[config.mk]
export PLATFORM = sky130hd
export DESIGN_NAME = pipe_datapath
export DESIGN_NICKNAME = d
export VERILOG_FILES = /design/src/rtl/pipe_pkg.sv /design/src/rtl/pipe_alu.sv /design/src/rtl/pipe_datapath.sv
export SDC_FILE = /design/constraint.sdc
export NUM_CORES = 1
export LEC_CHECK = 0
export ABC_CLOCK_PERIOD_IN_PS = 6800
export CELL_PAD_IN_SITES_DETAIL_PLACEMENT = 1
export CELL_PAD_IN_SITES_GLOBAL_PLACEMENT = 2
export CORE_ASPECT_RATIO = 1.4
export CORE_MARGIN = 2
export CORE_UTILIZATION = 38
export DETAILED_ROUTE_END_ITERATION = 10
export GPL_ROUTABILITY_DRIVEN = 0
export HOLD_SLACK_MARGIN = 0.08
export PLACE_DENSITY_LB_ADDON = 0.25
export SYNTH_ARGS = -nofsm -noshare
export SYNTH_HDL_FRONTEND = slang
export SYNTH_HIERARCHICAL = 1
export SYNTH_SLANG_ARGS = --single-unit
export TNS_END_PERCENT = 20
[constraint.sdc]
create_clock -name clk -period 6.8 [get_ports clk]
set_input_delay 1.02 -clock clk [delete_from_list [all_inputs] [get_ports clk]]
set_output_delay 1.02 -clock clk [all_outputs]
set_load 0.005 [all_outputs]
[src/rtl/pipe_pkg.sv]
// Shared definitions for the three-stage datapath.
//   - ALU opcode constants (5-bit ALUControl encoding)
//   - ALUFlags bit indices ({N,Z,C,V})
//   - instruction field positions and widths
//   - fe_t: the F/E pipeline register bundle (instruction, controls, valid)
package pipe_pkg;

  localparam logic [4:0] ALU_ADD  = 5'd0;
  localparam logic [4:0] ALU_SUB  = 5'd1;
  localparam logic [4:0] ALU_AND  = 5'd2;
  localparam logic [4:0] ALU_OR   = 5'd3;
  localparam logic [4:0] ALU_XOR  = 5'd4;
  localparam logic [4:0] ALU_SHL  = 5'd5;
  localparam logic [4:0] ALU_SHR  = 5'd6;
  localparam logic [4:0] ALU_PASS = 5'd7;

  localparam int FLAG_N = 3;
  localparam int FLAG_Z = 2;
  localparam int FLAG_C = 1;
  localparam int FLAG_V = 0;

  localparam int REG_COUNT = 8;
  localparam int REG_IDX_W = 3;
  localparam int RD_LSB    = 8;
  localparam int RS1_LSB   = 3;
  localparam int RS2_LSB   = 0;
  localparam int IMM_S_W   = 8;  // sign-extended immediate Instr[7:0]
  localparam int IMM_Z_W   = 3;  // zero-extended immediate Instr[2:0]
  localparam int OFS_W     = 8;  // memory offset Instr[7:0]

  typedef struct packed {
    logic [15:0] instr;
    logic        regwrite;
    logic        memwrite;
    logic        alusrc;
    logic        immsrc;
    logic        lm;
    logic        pcsrc;
    logic [4:0]  aluctl;
    logic        valid;
  } fe_t;

endpackage

[src/rtl/pipe_alu.sv]
// Combinational ALU for the E stage.
// Ports:
//   a, b   : operands (DW bits)
//   op     : 5-bit opcode; unknown codes yield a zero result
//   result : DW-bit result, truncated
//   flags  : {N,Z,C,V}; C is carry for ADD and not-borrow for SUB,
//            V is signed overflow for ADD/SUB; both are 0 for other ops
module pipe_alu
  import pipe_pkg::*;
#(
  parameter int DW = 8
) (
  input  logic [DW-1:0] a,
  input  logic [DW-1:0] b,
  input  logic [4:0]    op,
  output logic [DW-1:0] result,
  output logic [3:0]    flags
);

  logic [DW:0] sum;
  logic        c;
  logic        v;

  always_comb begin
    sum    = '0;
    result = '0;
    c      = 1'b0;
    v      = 1'b0;
    case (op)
      ALU_ADD: begin
        sum    = {1'b0, a} + {1'b0, b};
        result = sum[DW-1:0];
        c      = sum[DW];
        v      = (a[DW-1] == b[DW-1]) && (result[DW-1] != a[DW-1]);
      end
      ALU_SUB: begin
        // a + ~b + 1: the carry out is the not-borrow flag
        sum    = {1'b0, a} + {1'b0, ~b} + {{DW{1'b0}}, 1'b1};
        result = sum[DW-1:0];
        c      = sum[DW];
        v      = (a[DW-1] != b[DW-1]) && (result[DW-1] != a[DW-1]);
      end
      ALU_AND:  result = a & b;
      ALU_OR:   result = a | b;
      ALU_XOR:  result = a ^ b;
      ALU_SHL:  result = a << b[2:0];
      ALU_SHR:  result = a >> b[2:0];
      ALU_PASS: result = b;
      default:  result = '0;
    endcase
    flags         = '0;
    flags[FLAG_N] = result[DW-1];
    flags[FLAG_Z] = (result == '0);
    flags[FLAG_C] = c;
    flags[FLAG_V] = v;
  end

endmodule

[src/rtl/pipe_datapath.sv]
// Three-stage (F / E / W) datapath with W->E forwarding.
// Ports:
//   clk, reset      : clock, asynchronous active-high reset
//   Instr + controls: instruction at PC and its decoded controls (same cycle)
//   Stall           : hold request; PC and F/E hold, E/W takes a bubble
//   ReadData        : data memory read value for DataAdr (combinational)
//   PC              : fetch address
//   DataAdr         : E-stage memory address (0 unless LM or MemWrite)
//   WriteData       : E-stage store data (rs2 operand)
//   MemWriteOut     : store strobe
//   ALUFlags        : {N,Z,C,V} of the E-stage ALU result
//   Retired         : count of instructions leaving W (wraps)
// Pipeline qualification: each stage register carries a valid bit; a stage
// acts only when its valid bit is 1, and Stall overrides every advance.
module pipe_datapath
  import pipe_pkg::*;
#(
  parameter int DW     = 8,
  parameter int AW     = 8,
  parameter int PC_INC = 4
) (
  input  logic          clk,
  input  logic          reset,
  input  logic [15:0]   Instr,
  input  logic          RegWrite,
  input  logic          MemWrite,
  input  logic          ALUSrc,
  input  logic          ImmSrc,
  input  logic          LM,
  input  logic          PCSrc,
  input  logic [4:0]    ALUControl,
  input  logic          Stall,
  input  logic [DW-1:0] ReadData,
  output logic [AW-1:0] PC,
  output logic [AW-1:0] DataAdr,
  output logic [DW-1:0] WriteData,
  output logic          MemWriteOut,
  output logic [3:0]    ALUFlags,
  output logic [15:0]   Retired
);

  fe_t                 fe_q;
  fe_t                 fe_d;
  logic [DW-1:0]       rf [REG_COUNT];
  logic [REG_IDX_W-1:0] w_rd;
  logic [DW-1:0]       w_res;
  logic                w_we;
  logic                w_valid;

  logic [REG_IDX_W-1:0] e_rd;
  logic [REG_IDX_W-1:0] e_rs1;
  logic [REG_IDX_W-1:0] e_rs2;
  logic [DW-1:0]       ext_imm;
  logic [DW-1:0]       src_a;
  logic [DW-1:0]       src_b;
  logic [DW-1:0]       rs2_val;
  logic [DW-1:0]       alu_res;
  logic [DW-1:0]       e_res;
  logic                e_branch;
  logic                e_mem;
  logic                unused_hi;

  always_comb begin
    fe_d          = '0;
    fe_d.instr    = Instr;
    fe_d.regwrite = RegWrite;
    fe_d.memwrite = MemWrite;
    fe_d.alusrc   = ALUSrc;
    fe_d.immsrc   = ImmSrc;
    fe_d.lm       = LM;
    fe_d.pcsrc    = PCSrc;
    fe_d.aluctl   = ALUControl;
    fe_d.valid    = 1'b1;
  end

  assign e_rd      = fe_q.instr[RD_LSB  +: REG_IDX_W];
  assign e_rs1     = fe_q.instr[RS1_LSB +: REG_IDX_W];
  assign e_rs2     = fe_q.instr[RS2_LSB +: REG_IDX_W];
  assign unused_hi = ^fe_q.instr[15:11];

  always_comb begin
    if (fe_q.immsrc) ext_imm = DW'($signed(fe_q.instr[IMM_S_W-1:0]));
    else             ext_imm = DW'(fe_q.instr[IMM_Z_W-1:0]);
  end

  // The instruction in W has not yet written the register file, so a
  // matching read takes its result directly; this covers load-use as well.
  assign src_a   = (w_valid && w_we && (w_rd == e_rs1)) ? w_res : rf[e_rs1];
  assign rs2_val = (w_valid && w_we && (w_rd == e_rs2)) ? w_res : rf[e_rs2];
  assign src_b   = fe_q.alusrc ? ext_imm : rs2_val;

  pipe_alu #(.DW(DW)) u_alu (
    .a      (src_a),
    .b      (src_b),
    .op     (fe_q.aluctl),
    .result (alu_res),
    .flags  (ALUFlags)
  );

  assign e_mem       = fe_q.lm | fe_q.memwrite;
  assign e_res       = fe_q.lm ? ReadData : alu_res;
  assign e_branch    = fe_q.valid & fe_q.pcsrc;
  assign WriteData   = rs2_val;
  assign DataAdr     = (e_mem && !reset) ? (src_a[AW-1:0] + fe_q.instr[AW-1:0]) : '0;
  assign MemWriteOut = fe_q.memwrite & fe_q.valid & ~Stall & ~reset;

  // PC, F/E and E/W registers. Stall outranks a branch in E, so a held
  // branch resolves on the first unstalled edge.
  always_ff @(posedge clk or posedge reset) begin
    if (reset) begin
      PC      <= '0;
      fe_q    <= '0;
      w_valid <= 1'b0;
      w_we    <= 1'b0;
      w_rd    <= '0;
      w_res   <= '0;
      Retired <= '0;
    end else begin
      if (w_valid) Retired <= Retired + 16'd1;
      if (Stall) begin
        w_valid <= 1'b0;
        w_we    <= 1'b0;
      end else begin
        w_valid <= fe_q.valid;
        w_we    <= fe_q.regwrite;
        w_rd    <= e_rd;
        w_res   <= e_res;
        if (e_branch) begin
          PC   <= fe_q.instr[AW-1:0];
          fe_q <= '0;
        end else begin
          PC   <= PC + AW'(PC_INC);
          fe_q <= fe_d;
        end
      end
    end
  end

  // Register file write happens on the edge that retires W.
  always_ff @(posedge clk or posedge reset) begin
    if (reset) begin
      for (int i = 0; i < REG_COUNT; i++) rf[i] <= '0;
    end else if (w_valid && w_we) begin
      rf[w_rd] <= w_res;
    end
  end

endmodule

==> results of run 1 <==
==> sequential cells by signal (all words and copies together), names as in the netlist <==
signal	count
PC	8
Retired	16
e_rd	3
e_rs1	3
e_rs2	3
fe_q	14
rf	64
w_rd	3
w_res	8
w_valid	1
w_we	1
==> metrics by stage <==
step	instance area [sq um]	utilization (%)	cells	worst slack (ns)
2_1_floorplan	8360	-	780	1.03
3_3_place_gp	9370	43.2	1114	0.726
3_5_place_dp	9370	43.2	1114	0.723
4_1_cts	10100	46.4	1146	0.205
5_1_grt	10100	46.4	1148	-0.0165
6_report	10100	46.4	1148	0.399
==> area by class of cell <==
class	instances	area share, %
repair buffers	98	9.17
clock inverters	15	2.66
inverters	35	1.33
clock buffers	17	4.22
diodes	1	0.0248
multi-input cells	561	48.1
flip-flops and latches	124	30.8
well taps	297	3.69
==> worst paths after layout <==
| check | to | from | cells past startpoint | slack [ns] |
|---|---|---|---|---|
| min in group asynchronous | PC[0]$_DFFE_PP0P_ | reset | 2 | 1.09 |
| setup / recovery | ALUFlags[2] | e_rs2[0]$_DFFE_PP0N_ | 14 | 0.40 |
| max in group asynchronous | rf[51]$_DFFE_PP0P_ | reset | 3 | 4.31 |
| hold / removal | w_we$_DFF_PP0_ | fe_q[11]$_DFFE_PP0N_ | 1 | 0.50 |
| setup reg to reg | w_res[7]$_DFFE_PP0N_ | e_rs2[0]$_DFFE_PP0N_ | 14 | 2.11 |
| hold reg to reg | w_we$_DFF_PP0_ | fe_q[11]$_DFFE_PP0N_ | 1 | 0.50 |
==> cells by family after synthesis <==
kind of cell	synth area share [%]
muxes	24.0
DFF	37.1
buffers and inverters	5.04
and+or+nand+nor	12.5
xor gates and xnor gates	3.02
AOI/OAI and AO/OA	12.6
adders and majority gates	5.80
==> layout by cell type (no fill, tap or decap), types with 5 or more instances in the layout <==
cell type and count:
a21oi_1 24, a22o_1 21, a31oi_1 7, and3_1 6, buf_4 21, bufinv_16 7, clkbuf_16 17, clkdlybuf4s50_1 76
dfrtp_1 124, ha_1 34, inv_1 32, mux2_2 72, mux2i_1 30, mux4_2 39, nand2_1 67, nand2b_1 11
nand3_1 26, nor2_1 28, nor2b_1 10, nor3_1 14, o211ai_1 7, o21ai_0 39, o21bai_1 5, o22ai_1 5
xnor2_1 15, xor2_1 12
==> what timing repair did <==
action                     4_1_cts  5_1_grt
buffers inserted                 0        1
setup endpoints to repair        0        2
gates resized for setup          0        2
==> worst max-delay path: stages, from the launching register on <==
cell and delay (ns):
dfrtp_1 0.38, buf_4 0.32, mux4_2 0.56, mux2i_1 0.21, o21ai_0 0.20, mux2_2 0.33
inv_1 0.29, ha_1 0.34, o21bai_1 0.25, a21oi_1 0.14, a221o_1 0.34, a211o_1 0.34
or4_1 0.54, nor4_2 0.16, clkdlybuf4s50_1 0.55
==> routing by layer <==
layer  vias up  global-route usage [%]  share of wire [%]
li1       2987                       -                  -
met1      3448                    29.2                 40
met2       155                    41.8                 53
met3        53                    3.57                2.9
met4         0                    10.1                3.6
met5         -                       0                  0
==> where the power goes <==
| part | switching, W | internal (W) | total (W) |
|---|---|---|---|
| combinational | 0.000732 | 0.000668 | 0.00140 |
| sequential | 0.000218 | 0.000887 | 0.00110 |
| clock | 0.000346 | 0.000723 | 0.00107 |
| total | 0.00130 | 0.00228 | 0.00357 |
==> impl_metrics.csv, run 1 <==
group,metric,value,unit
layout,regArea,0.00310,sq mm
cts,root_buffer,"clkbuf_16",
global_routing,grt_pass1_wl,42400,um
placed_design,dp_hpwl,19300,um
timing,finalSetupViolCount,0,
route,drc_errors,0,
global_routing,grt.overflow.total,0,
setup_path,critical_path_class,"reg2out",
outcome,status,"complete, no violations",
timing,clock_skew,0.00886,ns
layout,fill_cells,2339,
power,p_total,0.00357,W
route,final_antenna_net_count,0,
route,drt_iter0_drc,368,
timing,min_period,6.40,ns
timing,fmax,0.156,GHz
placed_design,portBuffers,77,
synth,synth_edf_count,0,
die,initial_utilization,38.5,%
synth,ys.flop_type,"dfrtp_1",
timing,tightest_slew,1.11,ns
global_routing,grtUsageTotal,24.0,%
die,fp.coreArea,0.0217,sq mm
synth,yosysWarnings,6,
synth,netlist_top_cells_area,"dfrtp_1, mux4_2, mux2_2",
synth,synth.distinct_cells,74,
synth,async_flop_share,100,%
route,vias,6643,
setup_path,cp_data_arrival_time,5.38,ns
synth,ys_ff_latch,124,
cts,cts.clk_slew.worst_paths,0.05,ns
global_routing,grt_pass1_vias,7112,
synth,synthesis.area,0.00836,sq mm
timing,drv_slew,0,
synth,syn_inst,780,
global_routing,grt_max_degree,71,
timing,tns,0,ns
synth,yosysMostFrequentCell,"dfrtp_1",
route,viasPerCell,5.79,
synth,synth_commonest_cells,"dfrtp_1, mux2_2, nand2_1",
route,routedWlPerCell,23.3,um
layout,num-nets-final,912,
power,p_leak,4.29,nW
die,dieHeight,180,um
global_routing,antenna_found_initial,1,
flow_run,maxCapViolCount,0,
power,powerDensity,355,mW/mm^2
route,routed_wl,26700,um
die,die_area,0.0232,sq mm
synth,syn-num-nets,855,
cts,clock_path_buffers,2,
layout,multi_input_area,0.00485,sq mm
route,first_pass_iters,4,
timing,finalHoldViolations,0,
cts,clkSinkCount,124,
die,ios,83,
synth,synth_top_area_share,37.1,%
synth,yosysSeqAreaShare,37.1,%
cts,clk_latency,0.43,ns
timing,relSlewSlack,26.0,%
setup_path,critPathMaxFanout,13,
layout,drive_above_1_share,21.3,%
setup_path,cp.required,5.78,ns
cts,cts_tree,"built",
setup_path,crit_path_start_kind,"flip-flop",
synth,syn_area_per_cell,10.7,sq um
worst_hold_path,hp-class,"reg2reg",
setup_path,cp-end-kind,"output port",
die,die_w,129,um
timing,post-route-period-util,94.1,%
cts,cts_max_level,4,
cts,numCtsBuffers,17,
synth,synth_top_area_cell,"dfrtp_1",
timing,fin_hold_ws,0.501,ns
die,num_rows,64,
cts,hold_buffers,0,
layout,syn2layout_area_growth,20.5,%
power,ir_worst_vdd,218,uV
Note: power is estimated with default switching activity, not from simulation.
==> run 2, diff against run 1 <==
--- a/config.mk
+++ b/config.mk
@@ -6,11 +6,11 @@
 export NUM_CORES = 1
 export LEC_CHECK = 0
 export ABC_CLOCK_PERIOD_IN_PS = 6800
-export CELL_PAD_IN_SITES_DETAIL_PLACEMENT = 1
-export CELL_PAD_IN_SITES_GLOBAL_PLACEMENT = 2
+export CELL_PAD_IN_SITES_DETAIL_PLACEMENT = 0
+export CELL_PAD_IN_SITES_GLOBAL_PLACEMENT = 1
 export CORE_ASPECT_RATIO = 1.4
 export CORE_MARGIN = 2
-export CORE_UTILIZATION = 38
+export CORE_UTILIZATION = 46
 export DETAILED_ROUTE_END_ITERATION = 10
 export GPL_ROUTABILITY_DRIVEN = 0
 export HOLD_SLACK_MARGIN = 0.08
==> run 2 against run 1 <==
Against the previous run: wire length shrank 15%; first-iteration DRC count rose by 27%; die area decreased by 17%; register-to-register slack better by 0.13 ns; combinational power down 4%; power fell by 6.6%; design area shrank 2.1%; clock skew is 0.0025 ns lower; via count fell by 2.9%; critical path depth up 3; critical endpoint unchanged; largest power group unchanged.
==> impl_metrics.csv, run 2 (same netlist as run 1, synthesis figures left out) <==
group,metric,value,unit
layout,utilization,55.0,%
timing,finalSetupViolCount,0,
global_routing,grt_max_degree,67,
timing,min_period,6.41,ns
route,drt_iter0_drc,469,
timing,post-route-period-util,94.3,%
route,viasPerCell,5.94,
cts,clock_path_buffers,2,
setup_path,crit_path_start_kind,"flip-flop",
setup_path,cp.required,5.78,ns
power,powerDensity,339,mW/mm^2
setup_path,critical_path_class,"reg2out",
cts,clkSinkCount,124,
cts,cts.clk_slew.worst_paths,0.06,ns
global_routing,grt_pass1_wl,36400,um
layout,final_cell_mix,"dfrtp_1, clkdlybuf4s50_1, mux2_2, nand2_1, o21ai_0",
placed_design,preCtsSetupSlack,0.677,ns
layout,drive_above_1_share,20.8,%
setup_path,cp-startpoint,"w_valid$_DFF_PP0_",
die,fp.coreArea,0.0179,sq mm
cts,root_buffer,"clkbuf_16",
cts,cts_tree,"built",
placed_design,dp_cells,1054,
timing,tns,0,ns
global_routing,grt.overflow.total,0,
placed_design,dpl_cell_area,0.00927,sq mm
placed_design,dp_hpwl,16600,um
setup_path,critPathMaxFanout,19,
layout,multi_input_area,0.00485,sq mm
layout,final_area,0.00986,sq mm
layout,stdcell_count,1086,
flow_run,maxCapViolCount,0,
global_routing,top_usage_layer,"met2",
cts,postCtsSetupRepairBufs,0,
worst_hold_path,hp-class,"reg2reg",
route,routedWlPerCell,20.9,um
layout,n_antenna_cell,0,
layout,fill_cells,1558,
timing,drv_slew,0,
global_routing,grt_pass1_vias,6614,
timing,fmax,0.156,GHz
layout,largest-register,"rf",
setup_path,timing.rr.start,"w_valid$_DFF_PP0_",
layout,num-nets-final,908,
route,drc_errors,0,
global_routing,use_met1,29.7,%
power,p_leak,4.22,nW
setup_path,cp_data_arrival_time,5.39,ns
power,ir_worst_vdd,209,uV
layout,layout_commonest_cell,"dfrtp_1",
layout,syn2layout_area_growth,18.0,%
timing,tightest_slew,1.22,ns
layout,largest_reg_flops,64,
die,die_area,0.0193,sq mm
route,vias,6453,
placed_design,portBuffers,77,
layout,reg_top3,"rf x64, Retired x16, fe_q x14",
worst_hold_path,min_from,"Retired[15]$_DFFE_PP0P_",
route,routed_wl,22700,um
route,final_antenna_net_count,0,
die,dieHeight,164,um
timing,finalHoldViolations,0,
cts,clk_latency,0.42,ns
timing,relSlewSlack,18.0,%
global_routing,grtUsageTotal,24.4,%
timing,fin_ws,0.388,ns
timing,clock_skew,0.00632,ns
outcome,status,"complete, no violations",
cts,cts_max_level,4,
layout,regArea,0.00310,sq mm
die,initial_utilization,46.7,%
die,num_rows,58,
die,die_w,118,um
cts,numCtsBuffers,17,
global_routing,met2_usage,43.0,%
setup_path,cp-end-kind,"output port",
global_routing,antenna_found_initial,0,
die,ios,83,
cts,cts_resized,0,
global_routing,met3_usage,3.95,%
timing,rsz0062_at_grt,"false",
route,first_pass_iters,5,
cts,hold_buffers,0,
## run 2: path summary, 6_finish.rpt
path	end	slack (ns)	depth (start not counted)
min in group asynchronous	fe_q[11]$_DFFE_PP0N_	1.09	2
hold reg to reg	Retired[15]$_DFFE_PP0P_	0.47	1
setup reg to reg	w_res[7]$_DFFE_PP0N_	2.24	10
max in group asynchronous	e_rs2[0]$_DFFE_PP0N_	4.35	3
setup / recovery	ALUFlags[2]	0.39	17
hold / removal	Retired[15]$_DFFE_PP0P_	0.47	1
## run 2: layout make-up
| class | count | share of cell area (%) |
|---|---|---|
| Multi-Input combinational cell | 561 | 49.1 |
| Inverter | 35 | 1.36 |
| Tap cell | 240 | 3.04 |
| Clock buffer | 20 | 4.53 |
| Clock inverter | 12 | 1.41 |
| Timing Repair Buffer | 94 | 9.06 |
| Sequential cell | 124 | 31.5 |
## run 2: stage by stage
step,total power [W],hold slack [ns]
after floorplan,0.00197,0.461
after global placement,0.00239,0.459
after detailed placement,0.00243,0.460
after CTS,0.00334,0.479
after global routing,0.00354,0.506
final,0.00334,0.473
## run 2: critical path, cell delays in order (launching register included)
cell and delay (ns):
dfrtp_1 0.52, nand2_2 0.23, nor4_4 0.30, buf_4 0.24, nand2_1 0.07, o21ai_0 0.12
mux2_2 0.50, ha_1 0.29, inv_1 0.07, fa_1 0.47, nor2b_1 0.14, o32ai_1 0.11
a222oi_1 0.34, o211ai_1 0.18, a211o_1 0.25, or4_1 0.46, nor4_2 0.15, clkdlybuf4s50_1 0.53
## run 2: per-layer routing
metal	vias to the layer above	share of wire (%)	routed length, um
met5	-	0	0
met3	52	3.9	884
met1	3237	41	9370
li1	2972	-	-
met2	192	52	11700
met4	0	3.2	729
## run 2: report_power, final
part           total, W  internal (W)  leakage (nW)  switching [W]
logic           0.00135      0.000664          2.30       0.000685
clock network  0.000898      0.000552         0.274       0.000345
registers       0.00109      0.000888          1.64       0.000205
